`src/rtl/pipeline_pkg.sv`:
```
// pipeline_pkg -- shared pipeline definitions.
//   ctrl_t      : packed group of the decoder control bits carried down the pipe
//   RES_*       : ResultSrc encodings (ALU result, memory read data, PC+4)
//   CTRL_BUBBLE : all-zero control word; a bubble can never write, branch or jump
package pipeline_pkg;

    localparam logic [1:0] RES_ALU = 2'b00;
    localparam logic [1:0] RES_MEM = 2'b01;
    localparam logic [1:0] RES_PC4 = 2'b10;

    typedef struct packed {
        logic       reg_write;
        logic [1:0] result_src;
        logic       mem_write;
        logic       jump;
        logic       branch;
        logic [3:0] alu_control;
        logic       alu_src;
    } ctrl_t;

    localparam ctrl_t CTRL_BUBBLE = '0;

endpackage

```
`src/rtl/decode_execute_reg_if.sv`:
```
// decode_execute_reg_if -- decode-to-execute pipeline register bus.
//   Stage controls : StallE, FlushE
//   Decode side    : ValidD, control bits, Funct3D, operands, PC, immediate, reg addresses
//   Execute side   : registered copies of the above plus BubbleCount
//   master drives the D side and controls; slave (the register) drives the E side.
interface decode_execute_reg_if #(
    parameter int DATA_WIDTH = 32,
    parameter int CNT_WIDTH  = 16
);
    logic                  StallE;
    logic                  FlushE;
    logic                  ValidD,     ValidE;
    logic                  RegWriteD,  RegWriteE;
    logic                  MemWriteD,  MemWriteE;
    logic                  JumpD,      JumpE;
    logic                  BranchD,    BranchE;
    logic                  ALUSrcD,    ALUSrcE;
    logic [1:0]            ResultSrcD, ResultSrcE;
    logic [3:0]            ALUControlD, ALUControlE;
    logic [2:0]            Funct3D,    Funct3E;
    logic [DATA_WIDTH-1:0] RD1D,       RD1E;
    logic [DATA_WIDTH-1:0] RD2D,       RD2E;
    logic [DATA_WIDTH-1:0] PCD,        PCE;
    logic [DATA_WIDTH-1:0] ImmExtD,    ImmExtE;
    logic [DATA_WIDTH-1:0] PCPlus4D,   PCPlus4E;
    logic [4:0]            Rs1D,       Rs1E;
    logic [4:0]            Rs2D,       Rs2E;
    logic [4:0]            RdD,        RdE;
    logic [CNT_WIDTH-1:0]  BubbleCount;

    modport master (
        output StallE, FlushE, ValidD, RegWriteD, MemWriteD, JumpD, BranchD, ALUSrcD,
               ResultSrcD, ALUControlD, Funct3D, RD1D, RD2D, PCD, ImmExtD, PCPlus4D,
               Rs1D, Rs2D, RdD,
        input  ValidE, RegWriteE, MemWriteE, JumpE, BranchE, ALUSrcE,
               ResultSrcE, ALUControlE, Funct3E, RD1E, RD2E, PCE, ImmExtE, PCPlus4E,
               Rs1E, Rs2E, RdE, BubbleCount
    );

    modport slave (
        input  StallE, FlushE, ValidD, RegWriteD, MemWriteD, JumpD, BranchD, ALUSrcD,
               ResultSrcD, ALUControlD, Funct3D, RD1D, RD2D, PCD, ImmExtD, PCPlus4D,
               Rs1D, Rs2D, RdD,
        output ValidE, RegWriteE, MemWriteE, JumpE, BranchE, ALUSrcE,
               ResultSrcE, ALUControlE, Funct3E, RD1E, RD2E, PCE, ImmExtE, PCPlus4E,
               Rs1E, Rs2E, RdE, BubbleCount
    );
endinterface

```
`src/rtl/pipe_reg.sv`:
```
// pipe_reg -- generic pipeline register.
//   clk, rst : clock and synchronous active-high reset
//   en       : load d when high (low holds)
//   clr      : load zero; wins over en
//   d, q     : WIDTH-bit data in / registered data out
// Priority on each rising edge: rst > clr > en > hold.
module pipe_reg #(
    parameter int WIDTH = 8
) (
    input  logic             clk,
    input  logic             rst,
    input  logic             en,
    input  logic             clr,
    input  logic [WIDTH-1:0] d,
    output logic [WIDTH-1:0] q
);
    logic [WIDTH-1:0] q_reg;

    always_ff @(posedge clk) begin
        if (rst) begin
            q_reg <= '0;
        end else if (clr) begin
            q_reg <= '0;
        end else if (en) begin
            q_reg <= d;
        end
    end

    assign q = q_reg;
endmodule

```
`src/rtl/decode_execute_reg.sv`:
```
// decode_execute_reg -- decode/execute pipeline boundary register.
//   clk : sole clock, rising edge
//   rst : synchronous active-high reset, clears every output
//   bus : decode_execute_reg_if slave -- D-side inputs, StallE/FlushE,
//         E-side registered outputs and BubbleCount
// Edge priority: rst > FlushE > StallE > capture. A bubble is any edge that
// loads ValidE=0 outside reset; BubbleCount counts them and saturates.
module decode_execute_reg
    import pipeline_pkg::*;
#(
    parameter int DATA_WIDTH = 32,
    parameter int CNT_WIDTH  = 16
) (
    input  logic                 clk,
    input  logic                 rst,
    decode_execute_reg_if.slave  bus
);
    localparam int DATA_W = 5 * DATA_WIDTH + 3 * 5 + 3;

    ctrl_t              ctrl_d;
    ctrl_t              ctrl_gated;
    ctrl_t              ctrl_q;
    logic [DATA_W-1:0]  data_d;
    logic [DATA_W-1:0]  data_q;
    logic               valid_reg;
    logic [CNT_WIDTH-1:0] count_reg;
    logic               capture;
    logic               bubble;

    assign capture = !bus.StallE && !bus.FlushE;

    // Flush always inserts a bubble (even when stalled); a capture of an
    // invalid decode slot does too. Reset edges never count.
    assign bubble = bus.FlushE || (!bus.StallE && !bus.ValidD);

    always_comb begin
        ctrl_d             = CTRL_BUBBLE;
        ctrl_d.reg_write   = bus.RegWriteD;
        ctrl_d.result_src  = bus.ResultSrcD;
        ctrl_d.mem_write   = bus.MemWriteD;
        ctrl_d.jump        = bus.JumpD;
        ctrl_d.branch      = bus.BranchD;
        ctrl_d.alu_control = bus.ALUControlD;
        ctrl_d.alu_src     = bus.ALUSrcD;
    end

    // An invalid instruction must never carry live control bits into execute.
    assign ctrl_gated = bus.ValidD ? ctrl_d : CTRL_BUBBLE;

    assign data_d = {bus.PCD, bus.PCPlus4D, bus.ImmExtD, bus.RD1D, bus.RD2D,
                     bus.Rs1D, bus.Rs2D, bus.RdD, bus.Funct3D};

    pipe_reg #(.WIDTH($bits(ctrl_t))) u_ctrl_reg (
        .clk (clk),
        .rst (rst),
        .en  (!bus.StallE),
        .clr (bus.FlushE),
        .d   (ctrl_gated),
        .q   (ctrl_q)
    );

    pipe_reg #(.WIDTH(DATA_W)) u_data_reg (
        .clk (clk),
        .rst (rst),
        .en  (!bus.StallE),
        .clr (bus.FlushE),
        .d   (data_d),
        .q   (data_q)
    );

    always_ff @(posedge clk) begin
        if (rst) begin
            valid_reg <= 1'b0;
        end else if (bus.FlushE) begin
            valid_reg <= 1'b0;
        end else if (capture) begin
            valid_reg <= bus.ValidD;
        end
    end

    always_ff @(posedge clk) begin
        if (rst) begin
            count_reg <= '0;
        end else if (bubble && (count_reg != {CNT_WIDTH{1'b1}})) begin
            count_reg <= count_reg + 1'b1;
        end
    end

    assign bus.ValidE      = valid_reg;
    assign bus.RegWriteE   = ctrl_q.reg_write;
    assign bus.ResultSrcE  = ctrl_q.result_src;
    assign bus.MemWriteE   = ctrl_q.mem_write;
    assign bus.JumpE       = ctrl_q.jump;
    assign bus.BranchE     = ctrl_q.branch;
    assign bus.ALUControlE = ctrl_q.alu_control;
    assign bus.ALUSrcE     = ctrl_q.alu_src;
    assign {bus.PCE, bus.PCPlus4E, bus.ImmExtE, bus.RD1E, bus.RD2E,
            bus.Rs1E, bus.Rs2E, bus.RdE, bus.Funct3E} = data_q;
    assign bus.BubbleCount = count_reg;
endmodule

```
`src/flat_wrapper.sv`:
```
// flat-port wrapper written by rule: the top's interface ports become plain ports
module decode_execute_reg_flat import pipeline_pkg::*;
#(
    parameter int DATA_WIDTH = 32,
    parameter int CNT_WIDTH  = 16
)
  (clk, rst, bus_StallE, bus_FlushE, bus_ValidD, bus_RegWriteD, bus_MemWriteD, bus_JumpD, bus_BranchD, bus_ALUSrcD, bus_ResultSrcD, bus_ALUControlD, bus_Funct3D, bus_RD1D, bus_RD2D, bus_PCD, bus_ImmExtD, bus_PCPlus4D, bus_Rs1D, bus_Rs2D, bus_RdD, bus_ValidE, bus_RegWriteE, bus_MemWriteE, bus_JumpE, bus_BranchE, bus_ALUSrcE, bus_ResultSrcE, bus_ALUControlE, bus_Funct3E, bus_RD1E, bus_RD2E, bus_PCE, bus_ImmExtE, bus_PCPlus4E, bus_Rs1E, bus_Rs2E, bus_RdE, bus_BubbleCount);
  decode_execute_reg_if #(.DATA_WIDTH(DATA_WIDTH), .CNT_WIDTH(CNT_WIDTH)) bus_i ();
  input  logic clk;
  input  logic rst;
  input wire logic [$bits(bus_i.StallE)-1:0] bus_StallE;
  input wire logic [$bits(bus_i.FlushE)-1:0] bus_FlushE;
  input wire logic [$bits(bus_i.ValidD)-1:0] bus_ValidD;
  input wire logic [$bits(bus_i.RegWriteD)-1:0] bus_RegWriteD;
  input wire logic [$bits(bus_i.MemWriteD)-1:0] bus_MemWriteD;
  input wire logic [$bits(bus_i.JumpD)-1:0] bus_JumpD;
  input wire logic [$bits(bus_i.BranchD)-1:0] bus_BranchD;
  input wire logic [$bits(bus_i.ALUSrcD)-1:0] bus_ALUSrcD;
  input wire logic [$bits(bus_i.ResultSrcD)-1:0] bus_ResultSrcD;
  input wire logic [$bits(bus_i.ALUControlD)-1:0] bus_ALUControlD;
  input wire logic [$bits(bus_i.Funct3D)-1:0] bus_Funct3D;
  input wire logic [$bits(bus_i.RD1D)-1:0] bus_RD1D;
  input wire logic [$bits(bus_i.RD2D)-1:0] bus_RD2D;
  input wire logic [$bits(bus_i.PCD)-1:0] bus_PCD;
  input wire logic [$bits(bus_i.ImmExtD)-1:0] bus_ImmExtD;
  input wire logic [$bits(bus_i.PCPlus4D)-1:0] bus_PCPlus4D;
  input wire logic [$bits(bus_i.Rs1D)-1:0] bus_Rs1D;
  input wire logic [$bits(bus_i.Rs2D)-1:0] bus_Rs2D;
  input wire logic [$bits(bus_i.RdD)-1:0] bus_RdD;
  output wire logic [$bits(bus_i.ValidE)-1:0] bus_ValidE;
  output wire logic [$bits(bus_i.RegWriteE)-1:0] bus_RegWriteE;
  output wire logic [$bits(bus_i.MemWriteE)-1:0] bus_MemWriteE;
  output wire logic [$bits(bus_i.JumpE)-1:0] bus_JumpE;
  output wire logic [$bits(bus_i.BranchE)-1:0] bus_BranchE;
  output wire logic [$bits(bus_i.ALUSrcE)-1:0] bus_ALUSrcE;
  output wire logic [$bits(bus_i.ResultSrcE)-1:0] bus_ResultSrcE;
  output wire logic [$bits(bus_i.ALUControlE)-1:0] bus_ALUControlE;
  output wire logic [$bits(bus_i.Funct3E)-1:0] bus_Funct3E;
  output wire logic [$bits(bus_i.RD1E)-1:0] bus_RD1E;
  output wire logic [$bits(bus_i.RD2E)-1:0] bus_RD2E;
  output wire logic [$bits(bus_i.PCE)-1:0] bus_PCE;
  output wire logic [$bits(bus_i.ImmExtE)-1:0] bus_ImmExtE;
  output wire logic [$bits(bus_i.PCPlus4E)-1:0] bus_PCPlus4E;
  output wire logic [$bits(bus_i.Rs1E)-1:0] bus_Rs1E;
  output wire logic [$bits(bus_i.Rs2E)-1:0] bus_Rs2E;
  output wire logic [$bits(bus_i.RdE)-1:0] bus_RdE;
  output wire logic [$bits(bus_i.BubbleCount)-1:0] bus_BubbleCount;
  assign bus_i.StallE = bus_StallE;
  assign bus_i.FlushE = bus_FlushE;
  assign bus_i.ValidD = bus_ValidD;
  assign bus_i.RegWriteD = bus_RegWriteD;
  assign bus_i.MemWriteD = bus_MemWriteD;
  assign bus_i.JumpD = bus_JumpD;
  assign bus_i.BranchD = bus_BranchD;
  assign bus_i.ALUSrcD = bus_ALUSrcD;
  assign bus_i.ResultSrcD = bus_ResultSrcD;
  assign bus_i.ALUControlD = bus_ALUControlD;
  assign bus_i.Funct3D = bus_Funct3D;
  assign bus_i.RD1D = bus_RD1D;
  assign bus_i.RD2D = bus_RD2D;
  assign bus_i.PCD = bus_PCD;
  assign bus_i.ImmExtD = bus_ImmExtD;
  assign bus_i.PCPlus4D = bus_PCPlus4D;
  assign bus_i.Rs1D = bus_Rs1D;
  assign bus_i.Rs2D = bus_Rs2D;
  assign bus_i.RdD = bus_RdD;
  assign bus_ValidE = bus_i.ValidE;
  assign bus_RegWriteE = bus_i.RegWriteE;
  assign bus_MemWriteE = bus_i.MemWriteE;
  assign bus_JumpE = bus_i.JumpE;
  assign bus_BranchE = bus_i.BranchE;
  assign bus_ALUSrcE = bus_i.ALUSrcE;
  assign bus_ResultSrcE = bus_i.ResultSrcE;
  assign bus_ALUControlE = bus_i.ALUControlE;
  assign bus_Funct3E = bus_i.Funct3E;
  assign bus_RD1E = bus_i.RD1E;
  assign bus_RD2E = bus_i.RD2E;
  assign bus_PCE = bus_i.PCE;
  assign bus_ImmExtE = bus_i.ImmExtE;
  assign bus_PCPlus4E = bus_i.PCPlus4E;
  assign bus_Rs1E = bus_i.Rs1E;
  assign bus_Rs2E = bus_i.Rs2E;
  assign bus_RdE = bus_i.RdE;
  assign bus_BubbleCount = bus_i.BubbleCount;
  decode_execute_reg #(.DATA_WIDTH(DATA_WIDTH), .CNT_WIDTH(CNT_WIDTH)) u_core (.clk(clk), .rst(rst), .bus(bus_i));
endmodule
```
`config.mk`:
```
export PLATFORM = sky130hd
export DESIGN_NAME = decode_execute_reg_flat
export DESIGN_NICKNAME = d
export VERILOG_FILES = /design/src/rtl/pipeline_pkg.sv /design/src/rtl/decode_execute_reg_if.sv /design/src/rtl/pipe_reg.sv /design/src/rtl/decode_execute_reg.sv /design/src/flat_wrapper.sv
export SDC_FILE = /design/constraint.sdc
export NUM_CORES = 1
export LEC_CHECK = 0
export ABC_AREA = 1
export CELL_PAD_IN_SITES_DETAIL_PLACEMENT = 0
export CELL_PAD_IN_SITES_GLOBAL_PLACEMENT = 1
export CORE_MARGIN = 2
export CORE_UTILIZATION = 29
export DETAILED_ROUTE_END_ITERATION = 8
export PLACE_DENSITY_LB_ADDON = 0.1
export SYNTH_ARGS = -nofsm -noshare
export SYNTH_HDL_FRONTEND = slang
export SYNTH_SLANG_ARGS = --single-unit
```
`constraint.sdc`:
```
create_clock -name clk -period 3.96 [get_ports clk]
set_input_delay 0.792 -clock clk [delete_from_list [all_inputs] [get_ports clk]]
set_output_delay 0.792 -clock clk [all_outputs]
set_load 0.005 [all_outputs]
```
* Yosys cells after proc, flatten, opt, wreduce, memory -nomap -nowiden
Index checks and enable logic that the tools add are counted.
** Cells by class
- Add/subtract/negate cells :: 1
- Eq/ne operators :: 1
- Multiplexer cells :: 1
- Reduce and logical (&&, ||, !) cells :: 8
** Operators by type and width (number)
- $add A16 B1 Y16 const B :: 1
- $ne A16 B16 Y1 const B :: 1
- $mux W11 :: 1
- $logic_and A1 B1 Y1 :: 3
- $logic_not A1 Y1 :: 3
- $reduce_or A2 Y1 :: 1
- $logic_or A1 B1 Y1 :: 1
** Word-level totals
- Bits in registers :: 206
- Input bits :: 194
- Output and inout bits :: 206
- Logic and storage cells :: 15

* Longest topological paths before layout
Gate-level depths: netlist of the first run.
- Depth after elaboration :: 4
- Gate-level depth with buffers :: 9
- Depth with buffers taken out :: 9

* By module
From an unflattened synthesis of the first run, not the netlist that was laid out.
** Second synthesis, totals
- Cell total of the unflattened synthesis :: 1384
- Area total of the unflattened synthesis :: 8886.0 um2
** By module, submodules not included
- pipe_reg (u_core.u_data_reg) :: times used 1, cells each 1128, area each 7275.7 um2, sequential area each 3563.4 um2
- decode_execute_reg :: times used 1, cells each 186, area each 1133.6 um2, sequential area each 340.3 um2
- pipe_reg (u_core.u_ctrl_reg) :: times used 1, cells each 70, area each 476.7 um2, sequential area each 220.2 um2

* Worst setup path after synthesis of the first run
OpenSTA, ideal clock, no wires.
- Kind :: input to register
- From :: input bus_StallE
- To :: register u_core.count_reg[13], in the netlist u_core.bus.BubbleCount[13]
- Library setup time :: 64 ps
- Arrival :: 1574 ps
- Required time :: 3896 ps
- Setup slack :: 2323 ps
- Stages :: 8
- Path buffers :: 1
- Path through :: buf_4 -> nor2_2 -> nor2_1 -> nor2_1 -> nand3_1 -> nand2_1 -> inv_1 -> nor2_1
** On the way
- Word-level cells in the longest chain between the ends :: 4
** Ends and longest elaborated chain
- from (decl) :: line flat_wrapper.sv:11 : input wire logic [$bits(bus_i.StallE)-1:0] bus_StallE;
- $logic_not A1 Y1 :: line decode_execute_reg.sv:34 : assign bubble = bus.FlushE || (!bus.StallE && !bus.ValidD);
- $logic_and A1 B1 Y1 :: line decode_execute_reg.sv:34
- $logic_or A1 B1 Y1 :: line decode_execute_reg.sv:34
- $logic_and A1 B1 Y1 :: line decode_execute_reg.sv:84 : end else if (bubble && (count_reg != {CNT_WIDTH{1'b1}})) begin
- to (signal assigned) :: line decode_execute_reg.sv:85 : count_reg <= count_reg + 1'b1;
- to (decl) :: line decode_execute_reg.sv:26 : logic [CNT_WIDTH-1:0] count_reg;
No other way between the ends.
A chain may end at the register's enable or synchronous reset.

* Worst setup path after layout of the first run
- From :: register u_core.count_reg[3], in the netlist u_core.bus.BubbleCount[3]
- To :: output bus_BubbleCount[3]
** RTL lines
- to (decl) :: line flat_wrapper.sv:47 : output wire logic [$bits(bus_i.BubbleCount)-1:0] bus_BubbleCount;
No word-level cell between the ends.

==> flow_metrics.env, run 1 <==
export IMPL_status="finished, final reports clean"
export IMPL_drcViolationCount=0
export IMPL_dr_pass1_iters=4
export IMPL_synth_edff_count=0
export IMPL_routabilityCongestion=0.744
export IMPL_clk_latency_ns=0.51
export IMPL_yosys_cell_count_top_type="nand2_1"
export IMPL_start_kind="flop"
export IMPL_crit_path_max_fanout=6
export IMPL_finalWorstSetupSlack_ns=1.66
export IMPL_postCtsResizedCells=0
export IMPL_ys_types=25
export IMPL_hold_buffers=0
export IMPL_endpoint_kind="output port"
export IMPL_grt_max_degree=82
export IMPL_ys_seq_area_frac=0.552
export IMPL_hp_class="reg -> reg"
export IMPL_num_rows=58
export IMPL_hold_slack_ns=0.457
export IMPL_cp_top_family="buffers and inverters"
export IMPL_synthArstFlopShare=0
export IMPL_gr_total_overflow=0
export IMPL_fin_area_sq_mm=0.0125
export IMPL_dpl_hpwl_um=19300
export IMPL_die_h_um=165
export IMPL_yosys_warnings=0
export IMPL_grt_pass1_wl_um=40200
export IMPL_worstPathArrival_ns=1.51
export IMPL_cts_sinks=206
export IMPL_drt_initial_drc_count=475
export IMPL_critPathSlowestCell="clkdlybuf4s50_1"
export IMPL_numCtsBuffers=25
export IMPL_grt_pass1_vias=7010
export IMPL_synth_flop_cell="dfxtp_1"
export IMPL_dp_slack_ns=1.16
export IMPL_finalCritPeriodShare=0.581
export IMPL_die_area_sq_mm=0.0271
export IMPL_cts_setup_buffers=0
export IMPL_maxSlewViolCount=0
export IMPL_nNetsFinal=1556
export IMPL_finalHoldViolations=0
export IMPL_clk_path_buf_depth=3
export IMPL_htreeDepth=1
export IMPL_coreArea_sq_mm=0.0253
export IMPL_synth_top_cell_area_share=0.552
export IMPL_root_buffer="clkbuf_16"
export IMPL_path_clk_slew_ns=0.06
export IMPL_antennaDiodeCount=0
export IMPL_fin_skew_ns=0.00280
export IMPL_fin_setup_tns_ns=0
export IMPL_timing_fmax_mhz=435
export IMPL_place_area_sq_mm=0.0117
export IMPL_synth_cells=989
export IMPL_vias=7572
export IMPL_area_growth_pct=67.6
export IMPL_ys_ff_latch=206
export IMPL_worst_slew_pin_slew_ns=0.865
export IMPL_power_density_mw_per_mm2=400
export IMPL_setup_viol=0
export IMPL_fin_crit_ns=2.30
export IMPL_worstPathCellList="clkdlybuf4s50_1"
export IMPL_antenna_found_initial=0
export IMPL_max_stage_delay_ns=0.55
export IMPL_io_pins=400
export IMPL_crit_required_ns=3.17
export IMPL_rsz0062_at_grt="no"
export IMPL_relSlewSlack=0.423
export IMPL_largest_reg_flops=178
export IMPL_yosys_area_top_type="dfxtp_1"
export IMPL_p_leak_uw=0.00466
export IMPL_syn_nets=1184
export IMPL_antenna_left=0
export IMPL_via_per_inst=4.43
export IMPL_fillers=2523
export IMPL_drv_cap=0
export IMPL_cts_tree="built"
export IMPL_crit_buf_inv=1
export IMPL_vdd_ir_drop_max_v=0.000251
export IMPL_grt_total_usage=0.190
export IMPL_routedWlPerCell_um=16.2
export IMPL_port_buffers=399
export IMPL_avgSynthCellArea_sq_um=7.56
export IMPL_synth_cell_area_sq_mm=0.00748
export IMPL_start_util=0.296
export IMPL_die_x_um=165
export IMPL_ys_top_cells_by_count="424 x nand2_1, 206 x dfxtp_1, 196 x a21oi_1, 41 x nor2_1, 38 x buf_2"
export IMPL_drive_gt1_frac=0.0472
export IMPL_wirelength_um=27600
export IMPL_yosys_top_cells_area="dfxtp_1 55%, nand2_1 21%, a21oi_1 13%"
export IMPL_critPathKind="reg -> out"
export IMPL_finalPower_uw=5010
-- placed cells by master (no fill, tap or decap), drive strengths merged --
cell	count
a2111oi	1
a21oi	196
and2	1
buf	11
clkbuf	39
clkdlybuf4s50	398
clkinv	4
dfxtp	206
ha	1
inv	27
nand2	426
nand3	15
nand4	1
nor2	43
nor3	3
o21ai	5
xor2	1
-- cells by family (layout without fill, tap and decap cells) --
group,Yosys count,after routing,synth area share
AND/OR/NAND/NOR,489,489,0.253
flip-flops,206,206,0.552
AO/OA/AOI/OAI,202,202,0.137
buffers and inverters,90,479,0.0551
adder cells (fa/ha/maj),1,1,0.00167
XOR/XNOR,1,1,0.00117
-- through the flow --
step           utilization  std cells
5_1_grt              0.496       1708
2_1_floorplan            -        989
4_1_cts              0.496       1708
3_5_place_dp         0.463       1664
3_3_place_gp         0.463       1664
6_report             0.496       1708
-- power by group --
| part | switching (uW) | total (uW) | internal [uW] |
|---|---|---|---|
| sequential | 35.2 | 2170 | 2140 |
| clock | 887 | 2280 | 1390 |
| combinational | 228 | 557 | 329 |
| total | 1150 | 5010 | 3860 |
-- layout make-up --
cell class	instances	area, sq um	share of cell area
flip-flops and latches	206	4120	0.329
clock inverters	5	28.8	0.00230
well taps	330	413	0.0330
multi-input cells	693	2950	0.235
repair buffers	409	4110	0.328
clock buffers	39	808	0.0645
inverters	26	100	0.00799
-- layer usage --
metal,track usage,vias to the layer above,routed length [um]
met5,0,-,0
met4,0.0431,0,508
met3,0.0768,32,2850
met2,0.326,262,13300
met1,0.223,3389,11000
li1,-,3889,-
-- worst paths after layout --
path                                           from  slack (ns)                                      end  cells after the start
max          u_core.bus.BubbleCount[3]$_SDFFE_PP0P_        1.66                       bus_BubbleCount[3]                      1
min           u_core.u_data_reg.q[160]$_SDFFE_PP0N_        0.46    u_core.u_data_reg.q[160]$_SDFFE_PP0N_                      2
max reg2reg  u_core.bus.BubbleCount[0]$_SDFFE_PP0P_        2.40  u_core.bus.BubbleCount[15]$_SDFFE_PP0P_                      7
min reg2reg   u_core.u_data_reg.q[160]$_SDFFE_PP0N_        0.46    u_core.u_data_reg.q[160]$_SDFFE_PP0N_                      2
(Power assumes the default switching activity.)
==> inputs of run 2 (changes only) <==
- CORE_UTILIZATION: 29 -> 24
- clock period: 3.96 -> 1.95 ns (I/O delays scaled with it)
==> run 2 against run 1 <==
Critical path depth unchanged; sequential power grew 100%; global-route usage fell by 2.5 points; via count fell by 0.32%; cell area rose by 1.2%; non-clock buffer count grew 4; largest cell class is now non-clock buffers; largest power group unchanged; highest routed layer unchanged.
==> flow_metrics.env, run 2 (synthesis results as in run 1) <==
export IMPL_status="finished, final reports clean"
export IMPL_clk_latency_ns=0.52
export IMPL_port_buffers=399
export IMPL_cts_sinks=206
export IMPL_dr_pass1_iters=7
export IMPL_relSlewSlack=0.517
export IMPL_antenna_found_initial=2
export IMPL_place_area_sq_mm=0.0119
export IMPL_endpoint_kind="output port"
export IMPL_clk_path_buf_depth=3
export IMPL_cts_tree="built"
export IMPL_met3_length_um=2570
export IMPL_worst_slew_pin_slew_ns=0.724
export IMPL_endpoint="bus_BubbleCount[10]"
export IMPL_wl_met1_um=11500
export IMPL_gr_total_overflow=0
export IMPL_rsz0062_at_grt="no"
export IMPL_vdd_ir_drop_max_v=0.000533
export IMPL_cts_setup_buffers=0
export IMPL_layout_common_cells="423 x nand2_1, 398 x clkdlybuf4s50_1, 203 x dfxtp_1"
export IMPL_max_stage_delay_ns=0.55
export IMPL_coreArea_sq_mm=0.0307
export IMPL_combPwrFrac=0.115
export IMPL_routabilityCongestion=0.724
export IMPL_num_rows=64
export IMPL_met2_length_um=13800
export IMPL_fin_area_sq_mm=0.0127
export IMPL_cp_top_family="buffers and inverters"
export IMPL_clkPwrFrac=0.448
export IMPL_crit_cells=1
export IMPL_p_seq_frac=0.436
export IMPL_cp_startpoint="u_core.bus.BubbleCount[10]$_SDFFE_PP0P_"
export IMPL_htreeDepth=1
export IMPL_critPathSlowestCell="clkdlybuf4s50_1"
export IMPL_antenna_left=0
export IMPL_p_int_uw=7760
export IMPL_crit_required_ns=1.56
export IMPL_routedWlPerCell_um=16.0
export IMPL_grt_pass1_vias=7264
export IMPL_worstPathCellList="clkdlybuf4s50_1"
export IMPL_vias=7548
export IMPL_io_pins=400
export IMPL_die_h_um=181
export IMPL_layout_commonest_cell="nand2_1"
export IMPL_dpl_hpwl_um=19900
export IMPL_nNetsFinal=1561
export IMPL_largest_reg_flops=178
export IMPL_fillers=3199
export IMPL_numCtsBuffers=26
export IMPL_drcViolationCount=0
export IMPL_root_buffer="clkbuf_16"
export IMPL_drive_gt1_frac=0.0434
export IMPL_finalHoldViolations=0
export IMPL_reg2reg_depth=6
export IMPL_top_layer_used="met4"
export IMPL_fin_crit_ns=1.88
export IMPL_grt_max_degree=85
export IMPL_fin_skew_ns=0.00309
export IMPL_area_growth_pct=69.5
export IMPL_power_density_mw_per_mm2=797
export IMPL_switchingPower_uw=2340
export IMPL_reg2reg_from="u_core.bus.BubbleCount[0]$_SDFFE_PP0P_"
export IMPL_worstReg2RegEnd="u_core.bus.BubbleCount[7]$_SDFFE_PP0P_"
export IMPL_drt_initial_drc_count=337
export IMPL_hp_class="in -> reg"
export IMPL_setup_viol=0
export IMPL_finalCritPeriodShare=0.964
export IMPL_start_kind="flop"
export IMPL_grt_pass1_wl_um=43000
export IMPL_critPathKind="reg -> out"
export IMPL_via_per_inst=4.24
export IMPL_die_x_um=181
export IMPL_hold_start="bus_StallE"
export IMPL_grt_total_usage=0.165
export IMPL_worstPathArrival_ns=1.49
export IMPL_wirelength_um=28500
export IMPL_switching_share=0.231
export IMPL_die_area_sq_mm=0.0326
export IMPL_crit_path_max_fanout=4
export IMPL_timing_fmax_mhz=532
export IMPL_p_leak_uw=0.00467
export IMPL_path_clk_slew_ns=0.05
export IMPL_crit_buf_inv=1
export IMPL_drv_cap=0
export IMPL_regToRegSetupSlack_ns=0.39
export IMPL_maxSlewViolCount=0
export IMPL_start_util=0.244
export IMPL_fin_setup_tns_ns=0
[run 2: per-stage QoR]
step	hold WS [ns]	setup WS [ns]	cells	power (uW)	util
after floorplan	0.448	0.584	989	4880	-
after global placement	0.451	0.166	1734	5680	0.387
after detailed placement	0.454	0.158	1734	5690	0.387
after CTS	0.156	0.0117	1778	10300	0.413
after global routing	0.179	0.00250	1779	10600	0.413
final	0.183	0.0705	1779	10100	0.413
[run 2: worst min path at each step]
stage,cells past startpoint,end,slack (ns)
final,2,u_core.bus.ValidE$_SDFFE_PP0P_,0.18
after global routing,2,u_core.bus.ValidE$_SDFFE_PP0P_,0.18
after CTS,2,u_core.bus.ValidE$_SDFFE_PP0P_,0.16
after detailed placement,2,u_core.u_data_reg.q[35]$_SDFFE_PP0N_,0.45
after global placement,2,u_core.u_data_reg.q[15]$_SDFFE_PP0N_,0.45
after floorplan,2,u_core.bus.ValidE$_SDFFE_PP0P_,0.45
[run 2: repair_timing]
item / in CTS / in global routing
hold buffers: 0 / 0
cloned: 0 / 0
endpoints found under the setup margin: 1 / 2
gates resized for setup: 1 / 2
[run 2: metal layers]
metal  vias to the layer above  track usage
li1                       3893            -
met1                      3366        0.191
met2                       252        0.285
met3                        37       0.0643
met4                         0       0.0410
met5                         -            0
[run 2: layout make-up]
| class | instances | area (sq um) | share of cell area |
|---|---|---|---|
| diodes | 1 | 2.50 | 0.000197 |
| clock buffers | 42 | 752 | 0.0593 |
| clock inverters | 2 | 35.0 | 0.00276 |
| inverters | 26 | 103 | 0.00809 |
| multi-input cells | 693 | 2950 | 0.233 |
| flip-flops and latches | 206 | 4130 | 0.326 |
| well taps | 396 | 495 | 0.0391 |
| repair buffers | 413 | 4210 | 0.332 |
[run 2: power groups by stage]
stage	Combinational (uW)	Sequential, uW	Clock, uW
after floorplan	368	4510	0
final	1170	4410	4530
after global routing	1270	4420	4880
after CTS	1190	4410	4720
after detailed placement	1190	4500	0
after global placement	1190	4500	0
